**config.mk**
```make
export PLATFORM = sky130hd
export DESIGN_NAME = mod_up_down_counter
export DESIGN_NICKNAME = d
export VERILOG_FILES = /design/src/rtl/mod_up_down_counter.sv
export SDC_FILE = /design/constraint.sdc
export NUM_CORES = 1
export LEC_CHECK = 0
export ABC_AREA = 0
export BUFFER_PORTS_ARGS = -buffer_cell sky130_fd_sc_hd__buf_2
export CELL_PAD_IN_SITES_DETAIL_PLACEMENT = 1
export CELL_PAD_IN_SITES_GLOBAL_PLACEMENT = 1
export CORE_UTILIZATION = 33
export CTS_CLUSTER_DIAMETER = 40
export CTS_CLUSTER_SIZE = 40
export DETAILED_ROUTE_END_ITERATION = 10
export PLACE_DENSITY_LB_ADDON = 0.1
export SKIP_LAST_GASP = 1
export SYNTH_ARGS = -nofsm -noshare
export SYNTH_HDL_FRONTEND = slang
export SYNTH_SLANG_ARGS = --single-unit
```
**constraint.sdc**
```tcl
create_clock -name clk -period 2.1 [get_ports clk]
set_input_delay 0.105 -clock clk [delete_from_list [all_inputs] [get_ports clk]]
set_output_delay 0.105 -clock clk [all_outputs]
set_load 0.005 [all_outputs]
```
**src/rtl/mod_up_down_counter.sv**
```systemverilog
// Modulo-MODULUS up/down counter with parallel load, terminal count and ovf/unf pulses.
// Define MOD_UP_DOWN_COUNTER_SAT_EN to saturate at the bounds instead of wrapping.
module mod_up_down_counter #(
    parameter int unsigned      WIDTH   = 8,
    parameter longint unsigned  MODULUS = 256
) (
    input  logic             clk,
    input  logic             reset,
    input  logic             en,
    input  logic             sel,
    input  logic             load,
    input  logic [WIDTH-1:0] load_val,
    output logic [WIDTH-1:0] out,
    output logic             tc,
    output logic             ovf,
    output logic             unf
);

    localparam logic [WIDTH-1:0] MAX_VAL = WIDTH'(MODULUS - 1);
    // One extra bit so MODULUS == 2^WIDTH is representable in the load clamp compare.
    localparam logic [WIDTH:0]   MOD_EXT = (WIDTH+1)'(MODULUS);

    logic [WIDTH-1:0] r_out;
    logic             r_ovf;
    logic             r_unf;

    logic [WIDTH-1:0] w_out_next;
    logic             w_ovf_next;
    logic             w_unf_next;
    logic             w_at_max;
    logic             w_at_zero;
    logic             w_load_over;

    assign w_at_max    = (r_out == MAX_VAL);
    assign w_at_zero   = (r_out == '0);
    assign w_load_over = ({1'b0, load_val} >= MOD_EXT);

    always_comb begin
        w_out_next = r_out;
        w_ovf_next = 1'b0;
        w_unf_next = 1'b0;
        if (load) begin
            w_out_next = w_load_over ? MAX_VAL : load_val;
        end else if (en) begin
            if (sel) begin
                if (w_at_max) begin
                    w_ovf_next = 1'b1;
`ifdef MOD_UP_DOWN_COUNTER_SAT_EN
                    w_out_next = MAX_VAL;
`else
                    w_out_next = '0;
`endif
                end else begin
                    w_out_next = r_out + 1'b1;
                end
            end else begin
                if (w_at_zero) begin
                    w_unf_next = 1'b1;
`ifdef MOD_UP_DOWN_COUNTER_SAT_EN
                    w_out_next = '0;
`else
                    w_out_next = MAX_VAL;
`endif
                end else begin
                    w_out_next = r_out - 1'b1;
                end
            end
        end
    end

    always_ff @(posedge clk or posedge reset) begin
        if (reset) begin
            r_out <= '0;
            r_ovf <= 1'b0;
            r_unf <= 1'b0;
        end else begin
            r_out <= w_out_next;
            r_ovf <= w_ovf_next;
            r_unf <= w_unf_next;
        end
    end

    assign out = r_out;
    assign ovf = r_ovf;
    assign unf = r_unf;
    assign tc  = en & (sel ? w_at_max : w_at_zero);

endmodule

```
Word level (Yosys, flattened, before mapping) --
Cells that the tools add are included.
Operators by class: add/sub/neg operators 2, equality and inequality tests 1, multiplexer cells 14, bitwise operators 1, reduce and logical (&&, ||, !) cells 2
Operator list (number):
- 8-bit 2-to-1 mux | 5
- 1-bit 2-to-1 mux | 9
- 8-bit by 1-bit adder with 8-bit output, second input constant | 1
- 8-bit == test, second input constant | 1
- 8-bit zero test | 1
- 8-bit by 1-bit subtractor with 8-bit output, second input constant | 1
- 2-bit nonzero test | 1
- 1-bit bitwise AND | 1
Word-level totals: bits in registers 10, input bits 13, output and inout port bits 11, logic and storage cells 23

Depth between registers and ports, before layout --
Gate-level depths: netlist of run 1.
word-level depth 5, mapped depth 7, depth with buffers taken out 6

Least setup slack after synthesis of run 1 --
Ideal clock, no wire load.
path type reg-to-reg, from register r_out[0], in the netlist out[0], to register r_out[4], in the netlist out[4], setup time 65 ps, data arrival time 1879 ps, data required time 2035 ps, slack 156 ps, cell stages (with the launch flop) 8, buffers on the path 1, period minus slack after synthesis 1944 ps, cells stage by stage dfrtp_1 -> clkbuf_1 -> inv_1 -> ha_1 -> or3b_2 -> o31a_1 -> nand3_1 -> o221a_2
Between the ends: longest elaborated chain between the ends 5, elaborated cells between the ends (all ways) 9, those cells by class add/sub: 2; eq/ne: 1; mux: 5; reduce/logical: 1
Ends and longest elaborated chain:
- start: declaration | line 23 | logic [WIDTH-1:0] r_out;
- start signal: assignment | line 77 | r_out <= w_out_next;
- 8-bit by 1-bit subtractor with 8-bit output, or another cell as far along | line 65 | w_out_next = r_out - 1'b1;
- 8-bit 2-to-1 mux (on tied branches) | line 57, 46
- 8-bit 2-to-1 mux * | line 45 | if (sel) begin
- 8-bit 2-to-1 mux * | line 44 | end else if (en) begin
- 8-bit 2-to-1 mux * | line 42 | if (load) begin
Every way passes the cells marked *; elsewhere a longest branch is shown, timed or not. The select of a mux whose other input is x is not followed. A chain may end at the register's enable or synchronous reset.

Worst setup path after layout of run 1 --
from register r_out[1], in the netlist out[1], to output tc
Between the ends: longest elaborated chain between the ends 3, elaborated cells between the ends (all ways) 4, those cells by class eq/ne: 1; mux: 1; bitwise: 1; reduce/logical: 1
Ends and longest elaborated chain:
- 8-bit == test or 8-bit zero test (tied branches) | line 34, 35
- 1-bit 2-to-1 mux * | line 86 | assign tc = en & (sel ? w_at_max : w_at_zero);
- 1-bit bitwise AND * | line 86
- end: declaration | line 14 | output logic tc,
Every way passes the cells marked *; elsewhere a longest branch is shown, timed or not.

==> results of run 1 <==
-- worst max-delay path: stages, from the launching register on --
cell,delay [ps]
sky130_fd_sc_hd__dfrtp_1,390
sky130_fd_sc_hd__inv_1,100
sky130_fd_sc_hd__ha_1,180
sky130_fd_sc_hd__or3b_4,400
sky130_fd_sc_hd__or3_1,340
sky130_fd_sc_hd__a21boi_1,130
sky130_fd_sc_hd__buf_2,120
-- registers in the layout, indices dropped and copies added (netlist names) --
name	flops
unf	1
ovf	1
out	8
-- how the worst max path moves through the flow --
stage	start	end	slack (ps)	depth (start not counted)
after CTS	out[0]$_DFFE_PP0P_	tc	20	6
after detailed placement	out[0]$_DFFE_PP0P_	tc	260	6
after global placement	out[0]$_DFFE_PP0P_	tc	300	6
after global routing	out[1]$_DFFE_PP0P_	tc	4	6
after floorplan	out[0]$_DFFE_PP0P_	out[4]$_DFFE_PP0P_	160	7
final	out[1]$_DFFE_PP0P_	tc	60	6
-- final cells by class --
type,count,area (um2)
Fill cell,314,1380
Multi-Input combinational cell,79,548
Sequential cell,10,250
Timing Repair Buffer,32,185
Tap cell,30,37.5
Clock buffer,4,36.3
Inverter,4,15.0
-- power by group through the flow --
stage	Combinational, W	Clock, W	Sequential [W]
2_1_floorplan	0.000154	0	0.000230
3_3_place_gp	0.000226	0	0.000231
3_5_place_dp	0.000229	0	0.000232
4_1_cts	0.000235	0.000186	0.000228
5_1_grt	0.000266	0.000191	0.000231
6_report	0.000238	0.000185	0.000229
-- logic make-up (layout without fill, tap and decap cells) --
group,count (synthesis),in the layout,synth area share [%]
xor gates and xnor gates,3,3,3.08
muxes,1,1,1.17
buffers and inverters,13,40,6.74
DFF,10,10,29.3
and+or+nand+nor,42,42,27.9
AOI/OAI and AO/OA,30,30,27.4
adders and majority gates,3,3,4.40
-- repair_timing --
action / 4_1_cts / 5_1_grt
gates resized for setup: 1 / 1
endpoints found under the setup margin: 1 / 1
endpoints found under the hold margin: 10 / 0
buffers inserted: 0 / 2
hold buffers: 1 / 0
-- cell usage after synthesis (all sizes together) (2+ instances only) --
library cell,number,area (um2)
clkbuf,7,26.3
nor3,3,15.0
nor3b,2,20.0
o22a,2,17.5
ha,3,37.5
dfrtp,10,250
a31oi,3,18.8
o221a,3,33.8
a21boi,2,15.0
o21bai,2,15.0
inv,4,15.0
or3,4,25.0
nand2,6,22.5
nand4,5,31.3
and3,3,20.0
o31ai,4,43.8
nand3,7,35.0
o21ai,5,28.8
xnor2,3,26.3
nor2,6,22.5
buf,2,16.3
a21oi,3,15.0
-- metal layers --
| layer | GRT usage [%] | up-vias |
|---|---|---|
| met5 | 0 | - |
| met4 | 3.07 | 0 |
| met3 | 5.17 | 2 |
| met2 | 35.0 | 24 |
| met1 | 25.6 | 423 |
| li1 | - | 434 |
-- per-stage QoR --
step / hold WS [ps] / cells / util (%) / total power (W) / worst slack, ps
detailed placement: 120 / 152 / 41.1 / 0.000460 / 256
global placement: 113 / 152 / 41.1 / 0.000457 / 301
floorplan: -54.8 / 102 / - / 0.000385 / 156
global route: 71.5 / 159 / 43.7 / 0.000688 / 4.10
finish: 41.0 / 159 / 43.7 / 0.000651 / 64.0
CTS: 45.3 / 157 / 43.1 / 0.000649 / 23.5
-- cell usage in the layout (no fill, tap or decap), types with 4 or more instances in the layout --
cell type,n
sky130_fd_sc_hd__buf_2,23
sky130_fd_sc_hd__buf_4,8
sky130_fd_sc_hd__dfrtp_1,10
sky130_fd_sc_hd__nand2_1,6
sky130_fd_sc_hd__nand3_1,7
sky130_fd_sc_hd__nand4_1,5
sky130_fd_sc_hd__nor2_1,6
sky130_fd_sc_hd__o21ai_0,4
sky130_fd_sc_hd__or3_1,4
==> impl_metrics.prom, run 1 <==
# TYPE chip_impl_metric gauge
chip_impl_info{name="outcome",value="finished, final reports clean"} 1
chip_impl_info{name="hold_path.startpoint",value="load_val[0]"} 1
chip_impl_metric{name="drive_above_1_share",unit="%"} 35.7
chip_impl_metric{name="ant_nets",unit=""} 0
chip_impl_metric{name="grt_util_all_layers",unit="%"} 20.3
chip_impl_metric{name="final_max_slew_viol_count",unit=""} 0
chip_impl_metric{name="crit_arrival",unit="ps"} 1930
chip_impl_metric{name="grt_max_degree",unit=""} 15
chip_impl_metric{name="design.die.area",unit="um2"} 2790
chip_impl_metric{name="cp_data_required_time",unit="ps"} 2000
chip_impl_metric{name="postSynthCellCount",unit=""} 102
chip_impl_metric{name="first_pass_iters",unit=""} 4
chip_impl_metric{name="viasPerCell",unit=""} 5.55
chip_impl_info{name="startpoint_type",value="flop"} 1
chip_impl_metric{name="worstMarginPinSlew",unit="ps"} 422
chip_impl_metric{name="timing.hold.worst_path_depth",unit=""} 3
chip_impl_info{name="holdCritPathClass",value="in -> reg"} 1
chip_impl_metric{name="async_reset_ff_share",unit="%"} 100
chip_impl_metric{name="cap_violations",unit=""} 0
chip_impl_metric{name="grt_first_pass_wirelength",unit="mm"} 4.10
chip_impl_metric{name="yosys_warnings",unit=""} 0
chip_impl_metric{name="io_pins",unit=""} 24
chip_impl_metric{name="synth-seq-area-share",unit="%"} 29.3
chip_impl_metric{name="grt_pass1_vias",unit=""} 836
chip_impl_metric{name="htree_num_levels",unit=""} 1
chip_impl_info{name="rsz0062_at_grt",value="false"} 1
chip_impl_metric{name="synth_edf_count",unit=""} 0
chip_impl_metric{name="setup_tns_after_final_layout",unit="ps"} 0
chip_impl_metric{name="final_critical_path_required_period",unit="ps"} 2040
chip_impl_metric{name="report.final.hold_viol_count",unit=""} 0
chip_impl_info{name="critical_path_class",value="reg -> out"} 1
chip_impl_metric{name="antenna_cells",unit=""} 0
chip_impl_metric{name="worst_skew_pair.late_latency",unit="ps"} 270
chip_impl_metric{name="routed_wirelength",unit="mm"} 2.55
chip_impl_metric{name="die-height",unit="um"} 52.9
chip_impl_metric{name="postSynthNetCount",unit=""} 118
chip_impl_metric{name="wl_met1",unit="mm"} 1.11
chip_impl_info{name="root_buffer_master",value="sky130_fd_sc_hd__clkbuf_4"} 1
chip_impl_metric{name="port-buffer-count",unit=""} 23
chip_impl_metric{name="ys_ff_latch",unit=""} 10
chip_impl_metric{name="initial_utilization",unit="%"} 34.8
chip_impl_metric{name="grt_overflow_total",unit=""} 0
chip_impl_metric{name="power_density_over_cell_area",unit="nW/um2"} 607
chip_impl_metric{name="power_frac_seq",unit="%"} 35.2
chip_impl_metric{name="dr_wl_met3",unit="um"} 119
chip_impl_info{name="worstSetupEndpointType",value="output port"} 1
chip_impl_metric{name="remaining_drc_errors",unit=""} 0
chip_impl_metric{name="path_max_fanout",unit=""} 4
chip_impl_info{name="synth_flop_cell",value="sky130_fd_sc_hd__dfrtp_1"} 1
chip_impl_metric{name="nNetsFinal",unit=""} 146
chip_impl_metric{name="relative_contribution_of_the_clock_network_to_total_power",unit="%"} 28.3
chip_impl_metric{name="route.vias.total",unit=""} 883
chip_impl_info{name="r2r-start",value="out[1]$_DFFE_PP0P_"} 1
chip_impl_metric{name="maxSlewHeadroom",unit="%"} 71.9
chip_impl_metric{name="tritoncts.num_buffers",unit=""} 3
chip_impl_metric{name="fin_skew",unit="ps"} 3.88
chip_impl_metric{name="drt_first_iter_violations",unit=""} 10
chip_impl_metric{name="vdd.ir_drop.worst",unit="uV"} 471
chip_impl_metric{name="comb_power_share",unit="%"} 36.5
chip_impl_metric{name="r2r.worst_path.cells",unit=""} 7
chip_impl_metric{name="finalInstanceArea",unit="um2"} 1070
chip_impl_info{name="min_to",value="out[0]$_DFFE_PP0P_"} 1
chip_impl_info{name="tritoncts",value="built"} 1
chip_impl_metric{name="route.met2.wl",unit="mm"} 1.31
chip_impl_metric{name="cell_rows",unit=""} 18
chip_impl_metric{name="netlist_area",unit="um2"} 853
chip_impl_metric{name="placed_cell_area",unit="um2"} 1010
chip_impl_metric{name="clkSinkCount",unit=""} 10
chip_impl_metric{name="netSwitchingFraction",unit="%"} 34.7
chip_impl_metric{name="ctsLongestPathBuffers",unit=""} 2
chip_impl_metric{name="power.leakage",unit="nW"} 0.468
chip_impl_metric{name="achievable-frequency",unit="GHz"} 0.491
chip_impl_metric{name="cts.reportedPaths.clkPinSlew",unit="ps"} 80
chip_impl_info{name="dr.max_layer_used",value="met4"} 1
chip_impl_metric{name="power.internal",unit="W"} 0.000425
chip_impl_metric{name="area_delta_synth_final",unit="%"} 25.7
chip_impl_metric{name="post_synth_num_cell_types",unit=""} 41
chip_impl_metric{name="grt_antenna_before_repair",unit=""} 0
chip_impl_metric{name="hpwl",unit="mm"} 1.85
chip_impl_metric{name="post_drt_wl_per_cell",unit="um"} 16.1
chip_impl_metric{name="switching_power",unit="W"} 0.000226
chip_impl_metric{name="final_min_period_over_clock_period",unit="%"} 97.0
chip_impl_metric{name="design.core.area",unit="um2"} 2450
chip_impl_metric{name="syn-mean-instance-area",unit="um2"} 8.37
chip_impl_metric{name="die-width",unit="um"} 52.9
chip_impl_metric{name="gp_congestion",unit=""} 0.774
chip_impl_info{name="rr_endpoint",value="out[4]$_DFFE_PP0P_"} 1
chip_impl_metric{name="ff2ff_setup_slack",unit="ps"} 250
chip_impl_metric{name="setup_viol",unit=""} 0
Note: power is estimated with default switching activity, not from simulation.
==> inputs of run 2 (changes only) <==
Settings changed: CORE_UTILIZATION 33 to 40, CTS_BUF_LIST set to sky130_fd_sc_hd__clkbuf_16.
Clock period 2.1 ns to 2.4 ns, I/O delays scaled along.
==> run 2 against run 1 <==
Against the previous run:
- cell area decreased by 1.9%
- global-route usage increased by 3.8 points
- cell count decreased by 6.9%
- first-iteration DRC count increased by 70%
- via count decreased by 1.0%
- power increased by 4.3%
- routed wire length decreased by 7.1%
==> impl_metrics.prom, run 2 (synthesized netlist as in run 1, its figures left out) <==
# TYPE chip_impl_metric gauge
chip_impl_metric{name="cap_violations",unit=""} 0
chip_impl_metric{name="route.vias.total",unit=""} 874
chip_impl_metric{name="routed_wirelength",unit="mm"} 2.37
chip_impl_info{name="layout.cells.most_common_list",value="23 x sky130_fd_sc_hd__buf_2, 10 x sky130_fd_sc_hd__dfrtp_1, 7 x sky130_fd_sc_hd__nand3_1, 6 x sky130_fd_sc_hd__nand2_1, 6 x sky130_fd_sc_hd__nor2_1"} 1
chip_impl_metric{name="clkSinkCount",unit=""} 10
chip_impl_metric{name="ff2ff_setup_slack",unit="ps"} 350
chip_impl_metric{name="detailedPlace.worstSlack",unit="ps"} 364
chip_impl_metric{name="io_pins",unit=""} 24
chip_impl_metric{name="fin_skew",unit="ps"} 1.87
chip_impl_metric{name="crit_arrival",unit="ps"} 2190
chip_impl_metric{name="met1_usage",unit="%"} 33.1
chip_impl_metric{name="layout.core_utilization",unit="%"} 53.1
chip_impl_info{name="startpoint_type",value="flop"} 1
chip_impl_metric{name="setup_viol",unit=""} 0
chip_impl_info{name="timing.critical_path.max_delay_family",value="simple AND/OR/NAND/NOR gates"} 1
chip_impl_info{name="outcome",value="finished, final reports clean"} 1
chip_impl_metric{name="achievable-frequency",unit="GHz"} 0.433
chip_impl_metric{name="tritoncts.num_buffers",unit=""} 3
chip_impl_info{name="holdCritPathClass",value="in -> reg"} 1
chip_impl_info{name="timing.critical_path.slowest_stage_cell",value="sky130_fd_sc_hd__or3b_2"} 1
chip_impl_metric{name="slowest_delay",unit="ps"} 510
chip_impl_metric{name="design.core.area",unit="um2"} 1980
chip_impl_metric{name="report.final.hold_viol_count",unit=""} 0
chip_impl_info{name="timing.critical_path.cells",value="inv_1, ha_1, or3b_2, or3_1, a21boi_1, buf_2"} 1
chip_impl_info{name="root_buffer_master",value="sky130_fd_sc_hd__clkbuf_16"} 1
chip_impl_metric{name="cell_rows",unit=""} 16
chip_impl_metric{name="grt_max_degree",unit=""} 15
chip_impl_metric{name="cp_num_buf_inv",unit=""} 2
chip_impl_info{name="rsz0062_at_grt",value="false"} 1
chip_impl_metric{name="post_drt_wl_per_cell",unit="um"} 16.0
chip_impl_metric{name="grt_first_pass_wirelength",unit="mm"} 3.79
chip_impl_metric{name="setup_tns_after_final_layout",unit="ps"} 0
chip_impl_metric{name="nNetsFinal",unit=""} 139
chip_impl_metric{name="grt_util_all_layers",unit="%"} 24.1
chip_impl_info{name="worstSetupEndpointType",value="output port"} 1
chip_impl_metric{name="cts-hold-fix-buffers",unit=""} 1
chip_impl_metric{name="first_pass_iters",unit=""} 4
chip_impl_metric{name="finalWorstSetupSlack",unit="ps"} 92.1
chip_impl_metric{name="final_critical_path_required_period",unit="ps"} 2310
chip_impl_metric{name="global_routing_met2_resource_utilization",unit="%"} 37.3
chip_impl_info{name="commonest_non_fill_non_tap_cell_in_the_layout",value="sky130_fd_sc_hd__buf_2"} 1
chip_impl_metric{name="hpwl",unit="mm"} 1.76
chip_impl_metric{name="grt_overflow_total",unit=""} 0
chip_impl_metric{name="grt_use_met3",unit="%"} 4.44
chip_impl_metric{name="antenna_cells",unit=""} 0
chip_impl_metric{name="worstMarginPinSlew",unit="ps"} 437
chip_impl_metric{name="remaining_drc_errors",unit=""} 0
chip_impl_metric{name="viasPerCell",unit=""} 5.91
chip_impl_info{name="critical_path_class",value="reg -> out"} 1
chip_impl_metric{name="maxSlewHeadroom",unit="%"} 70.6
chip_impl_info{name="tritoncts",value="built"} 1
chip_impl_metric{name="cts.reportedPaths.clkPinSlew",unit="ps"} 40
chip_impl_metric{name="final_max_slew_viol_count",unit=""} 0
chip_impl_metric{name="design.die.area",unit="um2"} 2320
chip_impl_metric{name="htree_num_levels",unit=""} 1
chip_impl_metric{name="die-width",unit="um"} 48.2
chip_impl_metric{name="cp_data_required_time",unit="ps"} 2280
chip_impl_metric{name="power.leakage",unit="nW"} 0.452
chip_impl_metric{name="worst_hold_slack",unit="ps"} 90.0
chip_impl_metric{name="total_power",unit="W"} 0.000679
chip_impl_metric{name="vdd.ir_drop.worst",unit="uV"} 315
chip_impl_metric{name="drive_above_1_share",unit="%"} 30.6
chip_impl_metric{name="power_density_over_cell_area",unit="nW/um2"} 645
chip_impl_metric{name="worst_skew_pair.late_latency",unit="ps"} 240
chip_impl_metric{name="area_delta_synth_final",unit="%"} 23.3
chip_impl_metric{name="final_min_period_over_clock_period",unit="%"} 96.2
chip_impl_metric{name="grt_pass1_vias",unit=""} 772
chip_impl_metric{name="largest_reg_flops",unit=""} 8
chip_impl_metric{name="ctsLongestPathBuffers",unit=""} 2
chip_impl_metric{name="port-buffer-count",unit=""} 23
chip_impl_metric{name="grt_antenna_before_repair",unit=""} 0
chip_impl_metric{name="drt_first_iter_violations",unit=""} 17
chip_impl_metric{name="gp_congestion",unit=""} 0.824
chip_impl_metric{name="cts_resized",unit=""} 0
chip_impl_metric{name="initial_utilization",unit="%"} 43.1
chip_impl_metric{name="ant_nets",unit=""} 0
chip_impl_metric{name="path_max_fanout",unit=""} 11
chip_impl_info{name="busiest_layer",value="met2"} 1
chip_impl_metric{name="die-height",unit="um"} 48.2
chip_impl_metric{name="post-cts-setup-buffers",unit=""} 0
==> run 2: cell types whose count changed in the layout (fill, tap and decap cells not counted) <==
cell / previous run / this run
sky130_fd_sc_hd__clkbuf_8: 1 / 0
sky130_fd_sc_hd__inv_1: 3 / 4
sky130_fd_sc_hd__clkbuf_4: 3 / 0
sky130_fd_sc_hd__or3b_4: 1 / 0
sky130_fd_sc_hd__clkbuf_16: 0 / 3
sky130_fd_sc_hd__or3b_2: 0 / 1
sky130_fd_sc_hd__buf_4: 8 / 1
sky130_fd_sc_hd__inv_2: 1 / 0
==> run 2: final timing paths <==
check | start | endpoint | cells after the start
max reg2reg | out[0]$_DFFE_PP0P_ | out[6]$_DFFE_PP0P_ | 6
min | load_val[0] | out[0]$_DFFE_PP0P_ | 3
max in group asynchronous | reset | out[7]$_DFFE_PP0P_ | 3
min in group asynchronous | reset | out[2]$_DFFE_PP0P_ | 3
min reg2reg | out[5]$_DFFE_PP0P_ | unf$_DFF_PP0_ | 3
max | out[0]$_DFFE_PP0P_ | tc | 6
==> run 2: cell type report <==
type | instances | area, um2
fillers | 249 | 930
multi-input cells | 79 | 546
flip-flops and latches | 10 | 250
repair buffers | 25 | 133
clock buffers | 3 | 75.1
well taps | 27 | 33.8
inverters | 4 | 15.0
==> run 2: layer usage <==
metal	part of all wire, %	wire length [um]
met2	48	1130
met4	2.3	54
met3	5.8	137
met1	44	1050
met5	0	0
==> run 2: per-stage QoR <==
stage / instances / cell area, um2
global route: 148 / 1050
finish: 148 / 1050
global placement: 144 / 967
detailed placement: 144 / 967
CTS: 148 / 1050
floorplan: 102 / 853
==> run 2: tightest hold or removal path: cells and delay by family <==
family	cells	cell delay, ps
compound gates	1	50
buf+inv	1	70
simple gates	1	40
==> run 2: where the power goes <==
part / internal, W / total, W / leakage, nW / switching [W]
logic: 0.0000789 / 0.000161 / 0.295 / 0.0000826
registers: 0.000185 / 0.000226 / 0.120 / 0.0000410
clock network: 0.000216 / 0.000292 / 0.0370 / 0.0000762
